--- config.mk ---
export PLATFORM = sky130hd
export DESIGN_NAME = mc_ctrl
export DESIGN_NICKNAME = d
export VERILOG_FILES = /design/src/rtl/mc_pkg.sv /design/src/rtl/mc_perf.sv /design/src/rtl/mc_ctrl.sv
export SDC_FILE = /design/constraint.sdc
export NUM_CORES = 1
export LEC_CHECK = 0
export BUFFER_PORTS_ARGS = -buffer_cell sky130_fd_sc_hd__buf_2
export CORE_MARGIN = 5
export CORE_UTILIZATION = 30
export CTS_CLUSTER_SIZE = 12
export DETAILED_ROUTE_END_ITERATION = 12
export GPL_TIMING_DRIVEN = 0
export MAX_ROUTING_LAYER = met4
export PLACE_DENSITY_LB_ADDON = 0.05
export SYNTH_ARGS = -nofsm -noshare
export SYNTH_HDL_FRONTEND = slang
export SYNTH_SLANG_ARGS = --single-unit
--- constraint.sdc ---
create_clock -name clk -period 3.3 [get_ports clk]
set_input_delay 0.165 -clock clk [delete_from_list [all_inputs] [get_ports clk]]
set_output_delay 0.165 -clock clk [all_outputs]
set_load 0.005 [all_outputs]
--- src/rtl/mc_pkg.sv ---
// Shared types and encodings for the multicycle control FSM and its datapath selects.
// Latency: n/a (declarations only).
// Backpressure: n/a.
package mc_pkg;

    typedef enum logic [3:0] {
        ST_FETCH    = 4'd0,
        ST_DECODE   = 4'd1,
        ST_EXEC_R   = 4'd2,
        ST_EXEC_I   = 4'd3,
        ST_MEM_ADDR = 4'd4,
        ST_MEM_RD   = 4'd5,
        ST_MEM_WB   = 4'd6,
        ST_MEM_WR   = 4'd7,
        ST_WB_R     = 4'd8,
        ST_WB_I     = 4'd9,
        ST_BRANCH   = 4'd10,
        ST_JUMP     = 4'd11,
        ST_JAL      = 4'd12,
        ST_JR       = 4'd13,
        ST_TRAP     = 4'd14
    } mcState_t;

    // Opcodes (instr[31:26])
    localparam logic [5:0] OP_RTYPE = 6'h00;
    localparam logic [5:0] OP_J     = 6'h02;
    localparam logic [5:0] OP_JAL   = 6'h03;
    localparam logic [5:0] OP_BNE   = 6'h05;
    localparam logic [5:0] OP_ADDI  = 6'h08;
    localparam logic [5:0] OP_XORI  = 6'h0E;
    localparam logic [5:0] OP_LW    = 6'h23;
    localparam logic [5:0] OP_SW    = 6'h2B;

    // R-type funct codes (instr[5:0])
    localparam logic [5:0] FN_JR  = 6'h08;
    localparam logic [5:0] FN_ADD = 6'h20;
    localparam logic [5:0] FN_SUB = 6'h22;
    localparam logic [5:0] FN_SLT = 6'h2A;

    // ALU commands
    localparam logic [2:0] ALU_ADD = 3'd0;
    localparam logic [2:0] ALU_SUB = 3'd1;
    localparam logic [2:0] ALU_XOR = 3'd2;
    localparam logic [2:0] ALU_SLT = 3'd3;

    // pc source
    localparam logic [1:0] PCSRC_ALU    = 2'd0;
    localparam logic [1:0] PCSRC_JUMP   = 2'd1;
    localparam logic [1:0] PCSRC_REGA   = 2'd2;
    localparam logic [1:0] PCSRC_ALUOUT = 2'd3;

    // register write address
    localparam logic [1:0] REGDST_RT = 2'd0;
    localparam logic [1:0] REGDST_RD = 2'd1;
    localparam logic [1:0] REGDST_RA = 2'd2;

    // register write data
    localparam logic [1:0] DIN_ALUOUT = 2'd0;
    localparam logic [1:0] DIN_MDR    = 2'd1;
    localparam logic [1:0] DIN_PC     = 2'd2;

    // ALU B operand
    localparam logic [1:0] BSRC_REGB  = 2'd0;
    localparam logic [1:0] BSRC_FOUR  = 2'd1;
    localparam logic [1:0] BSRC_IMM   = 2'd2;
    localparam logic [1:0] BSRC_IMMSH = 2'd3;

    // Instruction dispatch out of DECODE; anything unrecognised traps.
    function automatic mcState_t decodeNext(input logic [5:0] op, input logic [5:0] fn);
        mcState_t nxt;
        nxt = ST_TRAP;
        case (op)
            OP_RTYPE: begin
                if (fn == FN_ADD || fn == FN_SUB || fn == FN_SLT) nxt = ST_EXEC_R;
                else if (fn == FN_JR)                             nxt = ST_JR;
                else                                              nxt = ST_TRAP;
            end
            OP_ADDI, OP_XORI: nxt = ST_EXEC_I;
            OP_LW, OP_SW:     nxt = ST_MEM_ADDR;
            OP_BNE:           nxt = ST_BRANCH;
            OP_J:             nxt = ST_JUMP;
            OP_JAL:           nxt = ST_JAL;
            default:          nxt = ST_TRAP;
        endcase
        return nxt;
    endfunction

endpackage

--- src/rtl/mc_perf.sv ---
// Retired-instruction and active-cycle counters for the multicycle core.
// Latency: counts update on the clock edge following the qualifying cycle.
// Backpressure: none; counters free-run and wrap modulo 2^32.
module mc_perf (
    input  logic        clk,
    input  logic        rst_n,
    input  logic        cycleEn,
    input  logic        retire,
    output logic [31:0] instrCount,
    output logic [31:0] cycleCount
);

    // Count every non-halted cycle and every retire pulse.
    always_ff @(posedge clk or negedge rst_n) begin
        if (!rst_n) begin
            instrCount <= '0;
            cycleCount <= '0;
        end else begin
            if (cycleEn) cycleCount <= cycleCount + 32'd1;
            if (retire)  instrCount <= instrCount + 32'd1;
        end
    end

endmodule

--- src/rtl/mc_ctrl.sv ---
// Multicycle control FSM: sequences fetch/decode/execute/memory/writeback; optional counters under MC_CTRL_PERF_EN.
// Latency: 3-5 cycles per instruction plus one per memory wait cycle; outputs decode from the state register.
// Backpressure: FETCH, MEM_RD and MEM_WR hold with request/address/write stable until memReady.
module mc_ctrl
    import mc_pkg::*;
#(
    parameter logic [1:0] RESET_PC_SEL = 2'd0
) (
    input  logic        clk,
    input  logic        rst_n,
    input  logic [5:0]  opcode,
    input  logic [5:0]  funct,
    input  logic        aluZero,
    input  logic        memReady,
    output logic        memReq,
    output logic        memWe,
    output logic        iOrD,
    output logic        irWe,
    output logic        pcWe,
    output logic [1:0]  pcSrcCtrl,
    output logic        regWe,
    output logic [1:0]  regDst,
    output logic [1:0]  regDInCtrl,
    output logic        aluASrc,
    output logic [1:0]  aluBSrc,
    output logic [2:0]  aluOp,
    output logic        halt,
    output logic [31:0] instrCount,
    output logic [31:0] cycleCount
);

    mcState_t state;

    // State register; reset lands in FETCH so the first fetch request is already up.
    always_ff @(posedge clk or negedge rst_n) begin
        if (!rst_n) begin
            state <= ST_FETCH;
        end else begin
            case (state)
                ST_FETCH:    if (memReady) state <= ST_DECODE;
                ST_DECODE:   state <= decodeNext(opcode, funct);
                ST_EXEC_R:   state <= ST_WB_R;
                ST_EXEC_I:   state <= ST_WB_I;
                ST_MEM_ADDR: state <= (opcode == OP_SW) ? ST_MEM_WR : ST_MEM_RD;
                ST_MEM_RD:   if (memReady) state <= ST_MEM_WB;
                ST_MEM_WR:   if (memReady) state <= ST_FETCH;
                ST_MEM_WB, ST_WB_R, ST_WB_I, ST_BRANCH,
                ST_JUMP, ST_JAL, ST_JR: state <= ST_FETCH;
                ST_TRAP:     state <= ST_TRAP;
                default:     state <= ST_TRAP;
            endcase
        end
    end

    // Output decode from state; memReady only gates the FETCH loads.
    always_comb begin
        memReq     = 1'b0;
        memWe      = 1'b0;
        iOrD       = 1'b0;
        irWe       = 1'b0;
        pcWe       = 1'b0;
        pcSrcCtrl  = PCSRC_ALU;
        regWe      = 1'b0;
        regDst     = REGDST_RT;
        regDInCtrl = DIN_ALUOUT;
        aluASrc    = 1'b0;
        aluBSrc    = BSRC_REGB;
        aluOp      = ALU_ADD;
        halt       = 1'b0;
        case (state)
            ST_FETCH: begin
                memReq  = 1'b1;
                aluBSrc = BSRC_FOUR;
                irWe    = memReady;
                pcWe    = memReady;
            end
            ST_DECODE: aluBSrc = BSRC_IMMSH;
            ST_EXEC_R: begin
                aluASrc = 1'b1;
                case (funct)
                    FN_SUB:  aluOp = ALU_SUB;
                    FN_SLT:  aluOp = ALU_SLT;
                    default: aluOp = ALU_ADD;
                endcase
            end
            ST_WB_R: begin
                regWe  = 1'b1;
                regDst = REGDST_RD;
            end
            ST_EXEC_I: begin
                aluASrc = 1'b1;
                aluBSrc = BSRC_IMM;
                aluOp   = (opcode == OP_XORI) ? ALU_XOR : ALU_ADD;
            end
            ST_WB_I: regWe = 1'b1;
            ST_MEM_ADDR: begin
                aluASrc = 1'b1;
                aluBSrc = BSRC_IMM;
            end
            ST_MEM_RD: begin
                memReq = 1'b1;
                iOrD   = 1'b1;
            end
            ST_MEM_WR: begin
                memReq = 1'b1;
                memWe  = 1'b1;
                iOrD   = 1'b1;
            end
            ST_MEM_WB: begin
                regWe      = 1'b1;
                regDInCtrl = DIN_MDR;
            end
            ST_BRANCH: begin
                aluASrc   = 1'b1;
                aluOp     = ALU_SUB;
                pcWe      = !aluZero;
                pcSrcCtrl = PCSRC_ALUOUT;
            end
            ST_JUMP: begin
                pcWe      = 1'b1;
                pcSrcCtrl = PCSRC_JUMP;
            end
            ST_JAL: begin
                regWe      = 1'b1;
                regDst     = REGDST_RA;
                regDInCtrl = DIN_PC;
                pcWe       = 1'b1;
                pcSrcCtrl  = PCSRC_JUMP;
            end
            ST_JR: begin
                pcWe      = 1'b1;
                pcSrcCtrl = PCSRC_REGA;
            end
            ST_TRAP: begin
                halt      = 1'b1;
                pcSrcCtrl = RESET_PC_SEL;
            end
            default: ;
        endcase
    end

`ifdef MC_CTRL_PERF_EN
    logic retire;
    logic cycleEn;

    // One retire pulse per instruction: its final state, or the completing MEM_WR cycle.
    assign retire = (state == ST_WB_R) || (state == ST_WB_I) || (state == ST_MEM_WB) ||
                    (state == ST_BRANCH) || (state == ST_JUMP) || (state == ST_JAL) ||
                    (state == ST_JR) || ((state == ST_MEM_WR) && memReady);
    assign cycleEn = (state != ST_TRAP);

    mc_perf u_perf (
        .clk        (clk),
        .rst_n      (rst_n),
        .cycleEn    (cycleEn),
        .retire     (retire),
        .instrCount (instrCount),
        .cycleCount (cycleCount)
    );
`else
    assign instrCount = '0;
    assign cycleCount = '0;
`endif

endmodule

==> results of run 1 <==
## worst max-delay path: cells and delay by family (launching register included)
family	cells	cell delay [ns]
buf+inv	3	0.81
flops	1	0.38
simple gates	1	0.23
## cell type report
class                           instances  area [um2]  area share, %
Multi-Input combinational cell        153         812           46.8
Buffer                                 76         547           31.5
Timing Repair Buffer                   31         160           9.24
Sequential cell                         4         100           5.77
Tap cell                               50        62.6           3.61
Clock buffer                            3        41.3           2.38
Inverter                                3        11.3          0.649
## cell usage after synthesis (2+ instances only)
library cell	number
nand2_1	9
a31oi_1	2
o21bai_1	2
nand4_1	2
nor3_1	5
buf_2	5
nand3_1	3
mux2i_1	3
o22ai_1	4
and3_1	3
a21oi_1	4
and2_1	2
inv_1	3
nor2_1	12
nand2b_1	3
a21o_1	3
o21ai_0	4
nand3b_1	2
dfrtp_1	4
buf_4	66
nor2b_1	2
clkbuf_1	4
## per-stage QoR
stage          hold WS (ns)  cell area [um2]  total power, uW  utilization [%]
2_1_floorplan        -0.131             1470              509                -
3_3_place_gp        -0.0276             1680              688             42.1
3_5_place_dp        -0.0278             1680              682             42.1
4_1_cts               0.295             1730              785             43.4
5_1_grt               0.321             1730              862             43.4
6_report              0.291             1730              780             43.4
## logic make-up (layout without fill, tap and decap cells)
group,count (synthesis),in the layout,share of synthesized area (%)
other,1,65,0.305
multiplexers,3,3,2.44
AO/OA/AOI/OAI,31,31,18.6
buffers and inverters,79,113,45.4
flip-flops,4,4,8.14
XOR/XNOR,2,2,1.42
AND/OR/NAND/NOR,52,52,23.7
## worst max path at each step
stage / end / slack [ns] / depth (start not counted)
floorplan: regWe / 2.01 / 5
global placement: regDst[0] / 1.68 / 4
detailed placement: regDst[0] / 1.71 / 4
CTS: regDst[0] / 1.50 / 4
global route: regDst[0] / 1.32 / 4
finish: regDst[0] / 1.50 / 4
## power by group through the flow
stage	registers, uW	clock network [uW]	logic (uW)
floorplan	81.3	0	427
global placement	84.7	0	603
detailed placement	83.2	0	599
CTS	82.8	101	601
global route	86.9	104	671
finish	82.8	98.3	599
## routing by layer
layer / global-route usage (%) / vias to the layer above
met2: 16.3 / 61
met5: - / -
met1: 13.6 / 479
met3: 0.811 / 0
met4: 2.41 / 0
li1: - / 659
==> flow_summary.toml, run 1 <==
[outcome]
outcome = "finished clean"

[synth]
synth_cell_types = 47
synth_area_per_cell_um2 = 7.15
synth_top_area_share_pct = 40.3
synth-edff-count = 0
synthesis.area_um2 = 1230
async_reset_ff_share_pct = 100
syn_inst = 172
synth_area_leaders = "buf_4 (40%), dfrtp_1 (8.1%), nor2_1 (3.7%)"
synth_flop_cell = "dfrtp_1"
ys_ff_latch = 4
ys_seq_area_share_pct = 8.14
synth_top_area_cell = "buf_4"
yosysWarnings = 0

[routing]
dr.pass1.iters = 4
vias = 1199
ant_nets = 0
drc = 0
finalWirelength_um = 3060
viasPerCell = 3.75
top_layer = "met3"
drtIter0Drc = 64
met3WireLength_um = 291
met1Wirelength_um = 1340
dr_wl_met2_um = 1430
wl_per_cell_um = 9.56

[cts]
clkTransAtPathRegs_ns = 0.03
hold_buffers = 1
cts_tree = "yes"
post_cts.repair.setup_buffers = 0
post_cts_resize_count = 0
cts_max_level = 1
clk_path_buf_depth = 2
clkLatencyLatePin_ns = 0.21
cts_root_buf = "clkbuf_8"
clkSinkCount = 4
cts-buffers-inserted = 3

[worst_setup_path]
r2r_start = "state[1]$_DFFE_PN0P_"
r2r_end = "state[1]$_DFFE_PN0P_"
cp-start-kind = "flop"
cp_max_fo = 10
cp.required_ns = 3.13
max_stage_delay_ns = 0.38
slowest_stage = "dfrtp_1"
path_class = "reg -> out"
r2r_cells = 5
crit_top_cell = "clkbuf_1"
cp_cell_sequence = "clkbuf_1 -> clkbuf_1 -> and3_1 -> buf_2"
worstPathArrival_ns = 1.64
r2r_setup_slack_ns = 1.83
startpoint = "state[3]$_DFFE_PN0P_"
end_kind = "primary output"

[power]
peakVddDrop_mv = 0.147
clkPwrFrac_pct = 12.6
pwr-share-comb_pct = 76.8
leakage_uw = 0.00102
switching_share_pct = 47.1
pwr-share-seq_pct = 10.6
p_int_uw = 413
powerDensity_nw_per_um2 = 450
power.switching_uw = 368

[timing]
hold_viol_final = 0
drv_slew = 0
period_needed_ns = 1.80
rsz0062_at_grt = "false"
final.setup.tns_ns = 0
fin_skew_ns = 0.000434
fmax_mhz = 555
finalCritPeriodShare_pct = 54.6
fin_ws_ns = 1.50
report.final.setup_viol = 0

[floorplan]
core-area_um2 = 4000
rows = 23
fp.dieH_um = 74.0
ios = 99
die_area_um2 = 5480
start_util_pct = 30.7
die_x_um = 74.0

[min_path]
hold_path_class = "in -> async"

[placed_design]
dp_cells = 316
portBuffers = 30
dpl.hpwl_um = 2650
post-place-ws_ns = 1.71
gp_routability_congestion = 0.744

[finish]
largestRegisters = "state: 4 flops"
largest_reg_flops = 4
nets = 288
top_register = "state"
fillers = 453
final_cell_mix = "buf_4 (66), conb_1 (65), buf_2 (35)"
drive_above_1_share_pct = 41.5
antenna_cells = 0
final_common_cell = "buf_4"
synthToLayoutAreaGrowth_pct = 41.0
instances_no_fill = 320

[grt]
grtUsageTotal_pct = 10.1
grt_antenna_before_repair = 0
first_global_vias = 1067
grt_max_degree = 11
grt_pass1_wl_um = 4540
gr-total-overflow = 0

[flow_run]
cap_violations = 0
No activity file was read; power rests on OpenSTA's default activity.
==> run 2, diff against run 1 <==
Settings changed: ABC_AREA from default to 1.
Clock period 3.3 ns to 1.5 ns, I/O delays scaled along.
==> flow_summary.toml, run 2 <==
[outcome]
outcome = "finished clean"

[power]
powerDensity_nw_per_um2 = 1040
peakVddDrop_mv = 0.328
leakage_uw = 0.00124

[floorplan]
die_x_um = 73.9
ios = 99
rows = 23
fp.dieH_um = 73.9
die_area_um2 = 5460
start_util_pct = 30.8
core-area_um2 = 3970

[routing]
wl_per_cell_um = 8.21
ant_nets = 0
viasPerCell = 3.41
drc = 0
vias = 1234
finalWirelength_um = 2970
drtIter0Drc = 39
dr.pass1.iters = 4

[synth]
synth_top_area_cell = "buf_4"
synthMuxAreaShare_pct = 0
synth_xor_area_share_pct = 0
synth_area_per_cell_um2 = 6.03
synth_simple_gate_area_share_pct = 34.3
ys_ff_latch = 4
synth_commonest_cells = "buf_4 (66), nand2_1 (32), nor2_1 (31)"
yosysWarnings = 0
ys_seq_area_share_pct = 8.18
yosysMostFrequentCell = "buf_4"
synth-edff-count = 0
synthAdderAreaFrac_pct = 0
synth_top_area_share_pct = 40.5
async_reset_ff_share_pct = 100
syn_inst = 203
synthesis.area_um2 = 1220
synth_flop_cell = "dfrtp_1"
synth-compound-area-share_pct = 7.57
synth_top_family_by_area = "buffers and inverters"
synth_area_leaders = "buf_4 (40%), nand2_1 (9.8%), nor2_1 (9.5%)"
synth_cell_types = 23

[grt]
first_global_vias = 1109
gr-total-overflow = 0
grtUsageTotal_pct = 10.3
grt_max_degree = 10
grt_antenna_before_repair = 0
grt_pass1_wl_um = 4450

[timing]
fin_skew_ns = 0.00362
fin_hold_ws_ns = 0.133
period_needed_ns = 1.46
drv_slew = 0
final.setup.tns_ns = 0
hold_viol_final = 0
report.final.setup_viol = 0
finalCritPeriodShare_pct = 97.1
fmax_mhz = 686
rsz0062_at_grt = "true"

[worst_setup_path]
worstPathArrival_ns = 1.38
cp_cell_sequence = "nor2_4 -> inv_4 -> nor2_4 -> inv_2 -> nand3_2 -> nor2_1 -> o21ai_1 -> buf_2"
slowest_stage = "dfrtp_2"
cp_max_fo = 6
end_kind = "primary output"
cp-start-kind = "flop"
crit_top_cell = "nor2_4"
path_class = "reg -> out"
max_stage_delay_ns = 0.47
cp.required_ns = 1.42

[finish]
synthToLayoutAreaGrowth_pct = 50.9
top_register = "state"
largest_reg_flops = 4
antenna_cells = 0
final_common_cell = "buf_4"
nets = 330
final_core_util_pct = 46.5
drive_above_1_share_pct = 45.8
final_cell_mix = "buf_4 (73), conb_1 (65), buf_2 (34)"
largestRegisters = "state: 4 flops"

[placed_design]
gp_routability_congestion = 0.776
portBuffers = 33
dpl.hpwl_um = 2670

[cts]
clkLatencyLatePin_ns = 0.22
clk_path_buf_depth = 2
cts-buffers-inserted = 3
clkTransAtPathRegs_ns = 0.03
cts_max_level = 1
cts_root_buf = "clkbuf_8"
clkSinkCount = 4
cts_tree = "yes"

[min_path]
hold_path_class = "in -> reg"

[flow_run]
cap_violations = 0
==> run 2: cell count changes in the layout (fill, tap and decap cells not counted), sizes merged, moves of 4 or more <==
cell	before	now
nand2	9	36
nand3	3	15
nor2	12	37
inv	3	27
nor3	6	0
buf	102	108
clkbuf	7	3
==> run 2: what timing repair did <==
| action | in CTS | in global routing |
|---|---|---|
| endpoints found under the setup margin | 3 | 7 |
| hold buffers | 1 | 0 |
| gates resized for setup | 5 | 14 |
| hold endpoints to repair | 4 | 0 |
| cloned | 0 | 1 |
| setup buffers | 1 | 6 |
| pin swaps | 2 | 6 |
==> run 2: critical path, delay by kind of cell, from the launching register on <==
family	cells	cell delay, ns
flip-flops	1	0.47
AND/OR/NAND/NOR	4	0.40
buffers and inverters	3	0.24
AO/OA/AOI/OAI	1	0.06
==> run 2: layout make-up <==
cell class	count	area, um2
inverters	27	104
flip-flops and latches	4	103
clock buffers	3	41.3
multi-input cells	169	797
well taps	50	62.6
repair buffers	42	233
plain buffers	67	507
fillers	455	2120
==> run 2: cell families (layout without fill, tap and decap cells) <==
group | count (synthesis) | count (layout)
buf+inv | 94 | 139
simple gates | 91 | 91
compound gates | 13 | 13
flops | 4 | 4
other cells | 1 | 65
==> run 2: per-stage QoR <==
step / setup WS (ns) / power, uW / instance area, um2 / instances
floorplan: 0.335 / 1110 / 1460 / 267
global placement: 0.136 / 1460 / 1690 / 350
detailed placement: 0.150 / 1460 / 1690 / 350
CTS: -0.00183 / 1760 / 1770 / 355
global route: -0.0263 / 2140 / 1850 / 362
finish: 0.0430 / 1920 / 1850 / 362
==> run 2: power by group <==
part	internal, uW	switching, uW	leakage [uW]
clock network	171	53.0	0.0000216
registers	166	98.2	0.0000481
logic	655	776	0.00117
total	992	927	0.00124
==> run 2: worst paths after layout <==
check | start | to | slack (ns) | cells past startpoint
min in group asynchronous | rst_n | state[3]$_DFFE_PN0P_ | 0.20 | 2
max in group asynchronous | rst_n | state[2]$_DFFE_PN0P_ | 1.17 | 2
hold / removal | memReady | state[2]$_DFFE_PN0P_ | 0.13 | 3
setup reg to reg | state[0]$_DFFE_PN0P_ | state[1]$_DFFE_PN0P_ | 0.15 | 8
hold reg to reg | state[0]$_DFFE_PN0P_ | state[0]$_DFFE_PN0P_ | 0.62 | 2
setup / recovery | state[0]$_DFFE_PN0P_ | pcWe | 0.04 | 8
==> run 2: layer usage <==
metal	GRT usage [%]	wire [um]	vias up
li1	-	-	705
met1	12.4	1240	480
met2	18.6	1520	49
met3	1.92	215	0
met4	0.604	0	0
met5	-	0	-
